$ cat src/rtl/pipeline_control_unit.sv
// rtl/pipeline_control_unit.sv - hazard, forwarding and halt/step run-control for the MIPS pipeline
module pipeline_control_unit #(
   parameter int REG_ADDR_W   = 5,
   parameter int NUM_FWD      = 2,
   parameter int DRAIN_CYCLES = 3,
   parameter int CNT_W        = 32,
   parameter int SEL_W        = $clog2(NUM_FWD + 1)
) (
   input  logic                          i_clk,
   input  logic                          i_reset,
   input  logic [REG_ADDR_W-1:0]         i_rs_ID,
   input  logic [REG_ADDR_W-1:0]         i_rt_ID,
   input  logic [REG_ADDR_W-1:0]         i_rs_EX,
   input  logic [REG_ADDR_W-1:0]         i_rt_EX,
   input  logic                          i_mem_read_EX,
   input  logic [REG_ADDR_W-1:0]         i_write_reg_EX,
   input  logic [NUM_FWD*REG_ADDR_W-1:0] i_fwd_dest,
   input  logic [NUM_FWD-1:0]            i_fwd_write,
   input  logic                          i_jump_ID,
   input  logic                          i_halt_instr_ID,
   input  logic                          i_ext_halt,
   input  logic                          i_debug_mode,
   input  logic                          i_step,
   output logic [SEL_W-1:0]              o_corto_rs,
   output logic [SEL_W-1:0]              o_corto_rt,
   output logic                          o_stall,
   output logic                          o_flush_IF,
   output logic                          o_pipe_enable,
   output logic                          o_halted,
   output logic [1:0]                    o_state,
   output logic [CNT_W-1:0]              o_cycle_count
);

   localparam int DC_W = (DRAIN_CYCLES < 2) ? 1 : $clog2(DRAIN_CYCLES + 1);

   typedef enum logic [1:0] {
      ST_RUN    = 2'd0,
      ST_DRAIN  = 2'd1,
      ST_HALTED = 2'd2
   } state_t;

   state_t            state;
   logic [DC_W-1:0]   drain_cnt;
   logic              halted_q;
   logic [CNT_W-1:0]  cycle_cnt;
   logic              load_use;
   logic              halt_req;
   logic              pipe_enable;

   // Walk from the farthest source inward so the nearest matching source overwrites.
   function automatic logic [SEL_W-1:0] fwd_sel(input logic [REG_ADDR_W-1:0] src);
      logic [SEL_W-1:0]      sel;
      logic [REG_ADDR_W-1:0] dest;
      sel = '0;
      for (int k = NUM_FWD - 1; k >= 0; k--) begin
         dest = i_fwd_dest[k*REG_ADDR_W +: REG_ADDR_W];
         if (i_fwd_write[k] && (dest == src) && (dest != '0)) begin
            sel = SEL_W'(k + 1);
         end
      end
      return sel;
   endfunction

   always_comb begin
      o_corto_rs = fwd_sel(i_rs_EX);
      o_corto_rt = fwd_sel(i_rt_EX);
   end

   assign load_use = i_mem_read_EX && (i_write_reg_EX != '0) &&
                     ((i_write_reg_EX == i_rs_ID) || (i_write_reg_EX == i_rt_ID));

   // A HALT sitting behind a load-use bubble is re-presented next cycle, so it waits.
   assign halt_req    = i_ext_halt || (i_halt_instr_ID && !load_use);
   assign pipe_enable = (state != ST_HALTED) && (!i_debug_mode || i_step);

   assign o_pipe_enable = pipe_enable;
   assign o_stall       = (state == ST_DRAIN) || ((state == ST_RUN) && load_use);
   assign o_flush_IF    = (state == ST_RUN) && i_jump_ID && !load_use;
   assign o_halted      = halted_q;
   assign o_state       = state;
   assign o_cycle_count = cycle_cnt;

   always_ff @(posedge i_clk) begin
      if (i_reset) begin
         state     <= ST_RUN;
         drain_cnt <= '0;
         halted_q  <= 1'b0;
         cycle_cnt <= '0;
      end else if (pipe_enable) begin
         if (cycle_cnt != '1) begin
            cycle_cnt <= cycle_cnt + 1'b1;
         end
         case (state)
            ST_RUN: begin
               if (halt_req) begin
                  if (DRAIN_CYCLES == 0) begin
                     state    <= ST_HALTED;
                     halted_q <= 1'b1;
                  end else begin
                     state     <= ST_DRAIN;
                     drain_cnt <= DC_W'(DRAIN_CYCLES);
                  end
               end
            end
            ST_DRAIN: begin
               if (drain_cnt <= DC_W'(1)) begin
                  state     <= ST_HALTED;
                  halted_q  <= 1'b1;
                  drain_cnt <= '0;
               end else begin
                  drain_cnt <= drain_cnt - 1'b1;
               end
            end
            ST_HALTED: begin
               state <= ST_HALTED;
            end
            default: begin
               state     <= ST_RUN;
               drain_cnt <= '0;
            end
         endcase
      end
   end

endmodule

$ cat config.mk
export PLATFORM = sky130hd
export DESIGN_NAME = pipeline_control_unit
export DESIGN_NICKNAME = d
export VERILOG_FILES = /design/src/rtl/pipeline_control_unit.sv
export SDC_FILE = /design/constraint.sdc
export NUM_CORES = 1
export LEC_CHECK = 0
export BUFFER_PORTS_ARGS = -buffer_cell sky130_fd_sc_hd__buf_2
export CAP_MARGIN = 30
export CORE_MARGIN = 1
export CORE_UTILIZATION = 53
export DETAILED_ROUTE_END_ITERATION = 10
export GPL_ROUTABILITY_DRIVEN = 0
export HOLD_SLACK_MARGIN = 0.06
export PLACE_DENSITY = 0.92
export SYNTH_ARGS = -nofsm -noshare
export SYNTH_HDL_FRONTEND = slang
export SYNTH_SLANG_ARGS = --single-unit
$ cat constraint.sdc
create_clock -name i_clk -period 4.05 [get_ports i_clk]
set_clock_uncertainty 0.15 [all_clocks]
set_input_delay 0.2025 -clock i_clk [delete_from_list [all_inputs] [get_ports i_clk]]
set_output_delay 0.2025 -clock i_clk [all_outputs]
set_load 0.02 [all_outputs]
# --- Word-level counts from Yosys, hierarchy flattened ---
# Cells that the tools add are included.
word_totals:
  reg_bits: 37
  out_inout_bits: 42
classes:
  n_addsub: 2
  order_cmp: 1
  n_eq_ne: 12
  n_mux: 10
  bitwise: 1
  n_reduce_logical: 29
op_table:
  columns: ["op", "count"]
  rows:
  - ["$add 32x1->32 const B", 1]
  - ["$ne 32x32->1 const B", 1]
  - ["$eq 5x5->1", 6]
  - ["$mux 2", 8]
  - ["$logic_and 1x1->1", 15]
  - ["$reduce_bool 5->1", 3]
  - ["$pmux 2 s3", 2]
  - ["$reduce_and 3->1", 3]
  - ["$logic_or 1x1->1", 4]
  - ["$ne 2x2->1 const B", 2]
  - ["$eq 2x1->1 const B", 1]
  - ["$eq 2x2->1 const B", 1]
  - ["$le 2x1->1 const B", 1]
  - ["$logic_not 1->1", 2]
  - ["$logic_not 2->1", 1]
  - ["$ne 2x1->1 const B", 1]
  - ["$reduce_and 2->1", 1]
  - ["$sub 2x1->2 const B", 1]
  - ["$not 1->1", 1]

# --- Longest topological paths before layout ---
# Gate-level depths: netlist (run 1).
logic_depth:
  ltp_word: 8
  mapped_depth: 8
  ltp_nobuf: 8

# --- Worst setup path after synthesis (run 1) ---
# OpenSTA, ideal clock, no wires.
synth_timing:
  path_kind: "input port to output port"
  from: "input port i_fwd_dest[0]"
  to: "output port o_corto_rs[1]"
  t_arrival_ps: 1820
  required_time_ps: 3697
  setup_slack_ps: 1878
  path_stages: 4
  path_cell_list: "or4_1 o21ai_0 nor4_1 nor4_1"
synth_between:
  elab_chain_cells: 4
  word_cells_on_any_way: 5
  classes_between: "1 x eq/ne; 1 x mux; 3 x reduce/logical"
synth_rtl:
  columns: ["item", "line_no", "source"]
  rows:
  - ["start: declaration", "17", "input logic [NUM_FWD*REG_ADDR_W-1:0] i_fwd_dest,"]
  - ["$eq 5x5->1", "57", "if (i_fwd_write[k] && (dest == src) && (dest != '0)) begin"]
  - ["$logic_and 1x1->1", "57", null]
  - ["$logic_and 1x1->1 (*)", "57", null]
  - ["$mux 2 (*)", "57", null]
  - ["end: declaration", "24", "output logic [SEL_W-1:0] o_corto_rs,"]
# Mark *: on every way between the ends. The rest lies on a longest branch, timed or not.

# --- Final worst setup path (run 1) ---
layout_timing:
  from: "register cycle_cnt[0], in the netlist o_cycle_count[0]"
  to: "register cycle_cnt[28], in the netlist o_cycle_count[28]"
layout_between:
  elab_chain_cells: 2
  word_cells_on_any_way: 3
  classes_between: "1 x add/sub; 1 x eq/ne; 1 x reduce/logical"
layout_rtl:
  columns: ["item", "line_no", "source"]
  rows:
  - ["start: declaration", "45", "logic [CNT_W-1:0] cycle_cnt;"]
  - ["start signal: assignment", "91", "cycle_cnt <= cycle_cnt + 1'b1;"]
  - ["parallel branches: the longest is 2 deep, another holds $add 32x1->32", null, null]
# Several ways; the timed one is not identified.
# A chain may end at the register's enable or synchronous reset.

==> metrics.md, run 1 <==
| Metric | Value |
|---|---|
| Synthesized area | approximately 0.0023 mm² |
| IO Count | between 80 and 90 |
| I/O Buffers | between 80 and 90 |
| Top FF cell, synth | dfxtp_1 |
| Inserted Clock Buffers | 5 |
| Starting density of the core | 0.562 |
| Gate Count Post-Synth | between 200 and 300 |
| CTS tree | built |
| Die footprint | 0.00457 mm² |
| Unique cell type count in the Yosys netlist | 40 |
| Synth top cells by count | 43 x nor2_1, 37 x dfxtp_1, 34 x xor2_1, 21 x xnor2_1, 17 x nand3_1 |
| Worst Path Arrival | 2280 ps |
| CP endpoint kind | flop |
| Clock Tree Root | clkbuf_8 |
| Total power | ~1000 µW |
| # diodes | 0 |
| Hold buffers post-CTS | 0 |
| DIE WIDTH | 67.6 µm |
| Site Rows | 23 |
| Area leader, netlist | dfxtp_1 |
| Avg Cell Area, Syn | between 8 and 9 µm² |
| #FFs+latches synth | 37 |
| MaxCap Viol Count | 0 |
| Fin crit share | 0.549 |
| Leak | between 0.001 and 0.0015 µW |
| Slowest cell on crit path | nor4_2 |
| Post_cts resized | 0 |
| Net Count, Synth | roughly 320 |
| Peak supply drop | ~0.38 mV |
| Crit path kind | reg2reg |
| Pre-antenna DRT Iters | 4 |
| CP Launch Type | flop |
| Share of layout cells above drive strength 1 | 0.287 |
| Fin Setup TNS | 0 ps |
| Post-CTS Setup Inserts | 0 |
| Initial drt markers | 116 |
| Final setup violation count | 0 |
| Clk sinks | 37 |
| Critical Path Start | o_cycle_count[0]$_SDFFE_PP0P_ |
| Slack of the critical path | around 1800 ps |
| Vias in the first global route | between 2000 and 2500 |
| Vias | around 2300 |
| Worst endpoint required time | between 4000 and 5000 ps |
| CP Max Fanout | 7 |
| Worst-path clk slew | approximately 70 ps |
| Clock Latency Late Sink | 290 ps |
| Worst hold-check path type | in2reg |
| First-pass GRT wire length | around 8900 µm |
| Initial antenna violation count | 0 |
| NumNets Final | 410 |
| Clk buf depth | 2 |
| RSZ-0062 raised after global routing | no |
| Post-DR vias/cell | between 5 and 6 |
| EDFF count, synth | 0 |
| Core area | 0.00406 mm² |
| Worst-Margin Slew | about 670 ps |
| HP Start | i_halt_instr_ID |
| Reg2reg start | o_cycle_count[0]$_SDFFE_PP0P_ |
| Crit-path cells | ha_1 -> nand2_1 -> nor4_2 -> nand4_2 -> or3_1 -> a21oi_1 |
| Final Max Tran Viols | 0 |
| Seq/Total Area, Yosys | 0.325 |
| Top-count cell post-synth | nor2_1 |
| Total gr overflow | 0 |
| Fill cell count | about 330 |
| Yosys warns | 0 |
| Routed Antenna Nets | 0 |
| Outcome | completed |
| Min Tclk post-route | between 2000 and 2500 ps |
| Pwr per Cell Area | 354 mW/mm² |
| Detail Placement HPWL | roughly 4200 µm |
| Setup WS pre-CTS | between 1500 and 2000 ps |
| Remaining DRCs | 0 |
| Crit path largest cell delay | around 420 ps |
| Top area cells in the synthesized netlist | dfxtp_1 32%, xor2_1 13%, xnor2_1 8.1%, nor2_1 7.1%, nand3_1 3.7% |
| Drt total wl | 5410 µm |
| Max Freq | roughly 0.45 GHz |
| FFs w/ async S/R, synth | 0 |
| P&R area growth vs syn | 23.6% |
| Die Y-Extent | 67.6 µm |
| Top-area cell type share of the netlist area | 0.325 |
| Final Hold Vio Count | 0 |
| CTS H-Tree Depth | 2 |
| Largest net degree at the start of global routing | 40 |
| Routed len/inst | 13.1 µm |
| Total GRT Usage | 0.256 |
| Slew headroom | 0.550 |
-- final timing paths --
kind,endpoint,slack (ps),cells past startpoint
worst max-delay path,o_cycle_count[28]$_SDFFE_PP0P_,1830,6
worst min-delay path,drain_cnt[1]$_SDFFE_PP0P_,240,5
worst max register to register,o_cycle_count[28]$_SDFFE_PP0P_,1830,6
worst min register to register,o_halted$_SDFFE_PP0P_,320,2
-- kinds of logic (layout without fill, tap and decap cells) --
kind of cell / Yosys count / after routing / share of synthesized area
AND/OR/NAND/NOR: 128 / 128 / 0.314
adder cells (fa/ha/maj): 4 / 4 / 0.0219
AO/OA/AOI/OAI: 29 / 29 / 0.0779
flip-flops: 37 / 37 / 0.325
multiplexers: 3 / 3 / 0.0132
XOR/XNOR: 55 / 55 / 0.211
buffers and inverters: 17 / 106 / 0.0367
-- worst max-delay path: cells and delay by family (launching register included) --
kind	cells	cell delay [ps]
adder cells (fa/ha/maj)	1	230
flip-flops	1	400
AO/OA/AOI/OAI	1	150
AND/OR/NAND/NOR	4	1210
-- where the power goes --
group / leakage (µW) / internal, µW / switching (µW) / total (µW)
Sequential: 0.000300 / 397 / 32.3 / 429
Clock: 0.0000395 / 122 / 120 / 242
Combinational: 0.000878 / 131 / 196 / 328
-- metrics by stage --
step                      utilization  hold slack, ps  instance area, µm²  std cells
final                           0.695             240                2820        412
after global routing            0.695             267                2820        412
after CTS                       0.693             238                2810        411
after detailed placement        0.673             319                2730        403
after global placement          0.673             296                2730        403
after floorplan                     -             236                2280        273
-- per-layer routing --
metal	GRT usage	wire (µm)
met1	0.306	2400
met4	0.0957	85
met2	0.441	2680
met5	0	0
met3	0.0574	249
-- registers in the layout, summed over array words and instances, names as in the netlist --
| signal | count |
|---|---|
| o_cycle_count | 32 |
| drain_cnt | 2 |
| o_state | 2 |
| o_halted | 1 |
-- cell type report --
class / count / area, µm² / area share
Inverter: 11 / 41.3 / 0.0146
Timing Repair Buffer: 87 / 438 / 0.155
Multi-Input combinational cell: 219 / 1460 / 0.517
Tap cell: 50 / 62.6 / 0.0222
Clock buffer: 8 / 80.1 / 0.0284
Sequential cell: 37 / 741 / 0.263
-- placed cells by master, fill, tap and decap left out, drive strengths merged --
cell type,Yosys,routed
buf,1,86
nor2,43,43
dfxtp,37,37
xor2,34,34
xnor2,21,21
nand3,18,18
nand2,14,14
nor3,13,13
inv,10,10
nand4,9,9
nor4,9,9
clkbuf,4,9
o21ai,8,8
a21oi,8,8
or4,5,5
and3,5,5
nand2b,5,5
or3,5,5
ha,4,4
a31oi,3,3
mux2i,3,3
a21o,3,3
o31ai,2,2
and4,2,2
clkinv,1,1
a22oi,1,1
o21a,1,1
a221oi,1,1
a211oi,1,1
a311oi,1,1
Power figures use the tool's default switching activity.
==> inputs of run 2 (changes only) <==
--- a/config.mk
+++ b/config.mk
@@ -8,11 +8,11 @@
 export BUFFER_PORTS_ARGS = -buffer_cell sky130_fd_sc_hd__buf_2
 export CAP_MARGIN = 30
 export CORE_MARGIN = 1
-export CORE_UTILIZATION = 53
+export CORE_UTILIZATION = 44
 export DETAILED_ROUTE_END_ITERATION = 10
 export GPL_ROUTABILITY_DRIVEN = 0
 export HOLD_SLACK_MARGIN = 0.06
-export PLACE_DENSITY = 0.92
+export PLACE_DENSITY = 0.82
 export SYNTH_ARGS = -nofsm -noshare
 export SYNTH_HDL_FRONTEND = slang
 export SYNTH_SLANG_ARGS = --single-unit
==> constraint.sdc (replaced) <==
create_clock -name i_clk -period 1.9 [get_ports i_clk]
set_clock_uncertainty 0.15 [all_clocks]
set_input_delay 0.095 -clock i_clk [delete_from_list [all_inputs] [get_ports i_clk]]
set_output_delay 0.095 -clock i_clk [all_outputs]
set_load 0.02 [all_outputs]
==> metrics.md, run 2 (synthesized netlist as in run 1, its figures left out) <==
| Metric | Value |
|---|---|
| DIE WIDTH | ~74 µm |
| RSZ-0062 raised after global routing | yes |
| Min Tclk post-route | 1950 ps |
| Failing checks | setup timing |
| CTS H-Tree Depth | 2 |
| Internal | between 1500 and 2000 µW |
| Vias | roughly 2600 |
| Worst-Margin Slew | about 550 ps |
| Crit-path cells | ha_4 -> nand2_4 -> nor4_4 -> buf_4 -> nand4_4 -> or3_4 -> a21oi_2 |
| Fill cell count | 336 |
| Critical path depth | 7 |
| Detail Placement HPWL | about 4700 µm |
| Initial antenna violation count | 0 |
| Die Y-Extent | between 70 and 80 µm |
| Logic pwr share | 0.390 |
| Inserted Clock Buffers | 5 |
| Switching Fraction | 0.359 |
| Hold EP | o_cycle_count[14]$_SDFFE_PP0P_ |
| Clk sinks | 37 |
| Slowest cell on crit path | dfxtp_2 |
| Slack of the critical path | -51.9 ps |
| Clock power share | 0.233 |
| Total GRT Usage | 0.231 |
| Worst endpoint required time | 1980 ps |
| Peak supply drop | approximately 0.81 mV |
| Crit path largest cell delay | ~370 ps |
| # diodes | 0 |
| R2R Setup Slk | -50 ps |
| MaxCap Viol Count | 0 |
| Worst-path clk slew | approximately 70 ps |
| Outcome | finished with violations |
| Post-DR vias/cell | 5.40 |
| HP Start | i_reset |
| Pre-antenna DRT Iters | 5 |
| Worst Path Arrival | 2030 ps |
| Final setup violation count | 10 |
| Routed len/inst | 15.0 µm |
| P&R area growth vs syn | 52.3% |
| Drt total wl | a little over 7000 µm |
| Routed Antenna Nets | 0 |
| Initial drt markers | approximately 130 |
| Share of layout cells above drive strength 1 | 0.502 |
| Slew headroom | 0.634 |
| Fin crit share | 1.03 |
| Commonest non-fill, non-tap cell in the layout | buf_2 |
| IO Count | 87 |
| Core area | 0.00485 mm² |
| Switching power | 877 µW |
| Remaining DRCs | 0 |
| Leak | around 0.0016 µW |
| Site Rows | 25 |
| Fin Setup TNS | -285 ps |
| Clock Latency Late Sink | approximately 300 ps |
| Sequential fraction of design power | 0.378 |
| I/O Buffers | 86 |
| CP endpoint kind | flop |
| Worst hold path depth | 2 |
| Reg2reg path depth | 7 |
| Number of flip-flops in the largest register | 32 |
| Crit path max-delay family | simple AND/OR/NAND/NOR gates |
| NumNets Final | 460 |
| CP Max Fanout | 7 |
| Crit path kind | reg2reg |
| Vias in the first global route | between 2000 and 2500 |
| Pwr per Cell Area | between 700 and 800 mW/mm² |
| R2R Path End | o_cycle_count[26]$_SDFFE_PP0P_ |
| First-pass GRT wire length | slightly below 10000 µm |
| Clk buf depth | 2 |
| Final Max Tran Viols | 0 |
| Reg2reg start | o_cycle_count[0]$_SDFFE_PP0P_ |
| Max Freq | between 0.5 and 0.6 GHz |
| CTS tree | built |
| Hold buffers post-CTS | 0 |
| Final Core Density | 0.716 |
| CP Launch Type | flop |
| Worst hold-check path type | in2reg |
| Largest net degree at the start of global routing | 31 |
| Die footprint | 0.00548 mm² |
| Crit path buf inv count | 1 |
| Final Hold Vio Count | 0 |
| Clock Tree Root | clkbuf_8 |
| Starting density of the core | 0.470 |
| Total gr overflow | 0 |
| Most frequent cells in the layout | 86 x buf_2, 50 x buf_4, 41 x nor2_1, 34 x xor2_1 |
[run 2: stage by stage]
stage	instances	cell area (µm²)	setup slack, ps	power (µW)	hold WS (ps)
finish	479	3470	-51.9	2440	120
detailed placement	460	3110	-55.2	1730	330
CTS	469	3220	-24.4	2290	101
global placement	460	3110	5.19	1690	310
global route	479	3470	-128	2560	131
floorplan	273	2340	2.38	1410	121
[run 2: power by group through the flow]
stage | logic [µW] | clock network, µW | registers [µW]
final | 951 | 568 | 921
after global routing | 1020 | 608 | 929
after CTS | 817 | 572 | 900
after detailed placement | 815 | 0 | 916
after global placement | 776 | 0 | 911
after floorplan | 422 | 0 | 986
[run 2: worst max-delay path by stage]
stage	startpoint	to
2_1_floorplan	o_cycle_count[16]$_SDFFE_PP0P_	o_cycle_count[7]$_SDFFE_PP0P_
3_3_place_gp	o_cycle_count[17]$_SDFFE_PP0P_	o_cycle_count[30]$_SDFFE_PP0P_
3_5_place_dp	o_cycle_count[17]$_SDFFE_PP0P_	o_cycle_count[28]$_SDFFE_PP0P_
4_1_cts	o_cycle_count[13]$_SDFFE_PP0P_	o_cycle_count[28]$_SDFFE_PP0P_
5_1_grt	o_cycle_count[0]$_SDFFE_PP0P_	o_cycle_count[26]$_SDFFE_PP0P_
6_report	o_cycle_count[0]$_SDFFE_PP0P_	o_cycle_count[26]$_SDFFE_PP0P_
[run 2: cell type report]
cell class	count	area (µm²)	area share
clock buffer	8	90.1	0.0259
inverter	11	45.0	0.0130
multi-input combinational	219	1670	0.480
sequential	37	769	0.222
tap	67	83.8	0.0241
timing repair buffer	137	817	0.235
[run 2: layer usage]
layer  share of wire  GRT usage  vias up
li1                -          -     1227
met1            0.39      0.244     1240
met2            0.53      0.428      105
met3           0.060     0.0447       13
met4           0.018      0.128        0
met5               0          0        -
[run 2: timing repair]
item / in CTS / in global routing
gates cloned: 0 / 1
pin swaps: 4 / 20
buffers inserted: 1 / 9
gates resized for setup: 3 / 41
endpoints found under the setup margin: 7 / 32
==> inputs of run 3 (changes only) <==
--- a/config.mk
+++ b/config.mk
@@ -7,12 +7,13 @@
 export LEC_CHECK = 0
 export BUFFER_PORTS_ARGS = -buffer_cell sky130_fd_sc_hd__buf_2
 export CAP_MARGIN = 30
+export CORE_ASPECT_RATIO = 1.5
 export CORE_MARGIN = 1
 export CORE_UTILIZATION = 44
 export DETAILED_ROUTE_END_ITERATION = 10
 export GPL_ROUTABILITY_DRIVEN = 0
 export HOLD_SLACK_MARGIN = 0.06
-export PLACE_DENSITY = 0.82
+export PLACE_DENSITY = 0.76
 export SYNTH_ARGS = -nofsm -noshare
 export SYNTH_HDL_FRONTEND = slang
 export SYNTH_SLANG_ARGS = --single-unit
==> metrics.md, run 3 (synthesized netlist as in run 1, its figures left out) <==
| Metric | Value |
|---|---|
| Worst endpoint required time | ~2000 ps |
| Remaining DRCs | 0 |
| Slack of the critical path | -7.68 ps |
| Failing checks | setup timing |
| Vias in the first global route | 2301 |
| Final Core Density | 0.680 |
| Final setup violation count | 2 |
| Number of flip-flops in the largest register | 32 |
| Worst-path clk slew | ~70 ps |
| Pre-antenna DRT Iters | 4 |
| Post-DR vias/cell | between 5 and 6 |
| Crit path kind | reg2reg |
| Pwr per Cell Area | about 750 mW/mm² |
| Final Max Tran Viols | 0 |
| Worst Path Arrival | about 2000 ps |
| NumNets Final | ~460 |
| Total gr overflow | 0 |
| CP endpoint kind | flop |
| Clk sinks | 37 |
| Site Rows | 31 |
| Fin crit share | 1.00 |
| Die Y-Extent | 90.2 µm |
| IO Count | 87 |
| DIE WIDTH | just over 60 µm |
| Outcome | finished with violations |
| Commonest non-fill, non-tap cell in the layout | buf_2 |
| Clk buf depth | 2 |
| Vias | about 2400 |
| Share of layout cells above drive strength 1 | 0.445 |
| Routed len/inst | 12.6 µm |
| Crit path buf inv count | 0 |
| Min Tclk post-route | roughly 1900 ps |
| CTS tree | built |
| Slowest cell on crit path | nor4_4 |
| MaxCap Viol Count | 0 |
| Initial antenna violation count | 0 |
| Starting density of the core | 0.467 |
| Routed Antenna Nets | 0 |
| Core area | about 0.005 mm² |
| CP Max Fanout | 7 |
| Total power | roughly 2500 µW |
| Largest net degree at the start of global routing | 23 |
| Max Freq | 0.524 GHz |
| Fill cell count | 408 |
| First-pass GRT wire length | just over 9000 µm |
| Final Hold Vio Count | 0 |
| Worst-Margin Slew | 459 ps |
| CTS H-Tree Depth | 2 |
| Total GRT Usage | 0.218 |
| Fin Setup TNS | -8.29 ps |
| Crit-path cells | nand4_1 -> nor4_4 -> nand4_2 -> or3_1 -> a21oi_1 |
| Leak | around 0.0015 µW |
| Initial drt markers | 38 |
| CP Launch Type | flop |
| # diodes | 0 |
| RSZ-0062 raised after global routing | yes |
| Worst hold-check path type | in2reg |
| Crit path largest cell delay | 380 ps |
| Clock Tree Root | clkbuf_8 |
| I/O Buffers | between 80 and 90 |
| Drt total wl | about 6000 µm |
| Detail Placement HPWL | approximately 4700 µm |
| Clock Latency Late Sink | approximately 290 ps |
| Setup WS pre-CTS | -34.5 ps |
| Slew headroom | 0.692 |
| Peak supply drop | a little under 0.5 mV |
| P&R area growth vs syn | 45.8% |
| Most frequent cells in the layout | 86 x buf_2, 47 x buf_4, 43 x nor2_1, 34 x xor2_1, 20 x xnor2_1 |
| Crit path max-delay family | simple AND/OR/NAND/NOR gates |
| Inserted Clock Buffers | 5 |
| Die footprint | 0.00548 mm² |
run 3: changes by cell type in the layout (fill, tap and decap cells not counted), moves of 2 or more:
| cell | change |
|---|---|
| buf_4 | -3 |
| nor3_4 | -2 |
| nor2_2 | -2 |
| ha_1 | +2 |
| nand3_1 | +3 |
| nor2_1 | +2 |
| nand2_2 | -2 |
| nand2_1 | +3 |
| nand3_2 | -2 |
| nor3_1 | +3 |
run 3: power by group:
| group | switching (µW) | internal, µW |
|---|---|---|
| Sequential | 48.7 | 850 |
| Combinational | 490 | 391 |
| Clock | 276 | 428 |
run 3: layout make-up:
class                           instances  area [µm²]  area share
Clock buffer                            7        86.3      0.0260
Sequential cell                        37         768       0.231
Inverter                               11        41.3      0.0124
Tap cell                               66        82.6      0.0248
Multi-Input combinational cell        219        1520       0.458
Timing Repair Buffer                  134         793       0.239
Clock inverter                          1        30.0     0.00903
run 3: layer usage:
layer  GRT usage  share of wire  up-vias
met5           0              0        -
met4      0.0568         0.0098        0
met3      0.0388          0.046        6
met2       0.435           0.57       82
met1       0.212           0.38     1121
li1            -              -     1219
run 3: tightest hold or removal path: stages:
cell and delay [ps]:
buf_2 100, nor2_1 90, nor2_1 40, o31ai_1 110, a221oi_1 100
run 3: metrics by stage:
| stage | cell area, µm² | cells | hold slack, ps |
|---|---|---|---|
| global route | 3330 | 475 | 192 |
| finish | 3330 | 475 | 155 |
| global placement | 3120 | 461 | 298 |
| floorplan | 2340 | 273 | 121 |
| CTS | 3250 | 471 | 125 |
| detailed placement | 3120 | 461 | 333 |
run 3: final timing paths:
| kind | from | endpoint | slack [ps] | cells after the start |
|---|---|---|---|---|
| max | o_cycle_count[23]$_SDFFE_PP0P_ | o_cycle_count[30]$_SDFFE_PP0P_ | -8 | 5 |
| max reg2reg | o_cycle_count[23]$_SDFFE_PP0P_ | o_cycle_count[30]$_SDFFE_PP0P_ | -8 | 5 |
| min reg2reg | drain_cnt[0]$_SDFFE_PP0P_ | drain_cnt[0]$_SDFFE_PP0P_ | 350 | 1 |
| min | i_halt_instr_ID | drain_cnt[1]$_SDFFE_PP0P_ | 150 | 5 |
run 3: repair_timing:
| item | in CTS | in global routing |
|---|---|---|
| hold endpoints to repair | 8 | 0 |
| gates resized for setup | 0 | 9 |
| hold buffers | 1 | 0 |
| pin swaps | 1 | 0 |
| buffers inserted | 1 | 4 |
| setup endpoints to repair | 5 | 31 |
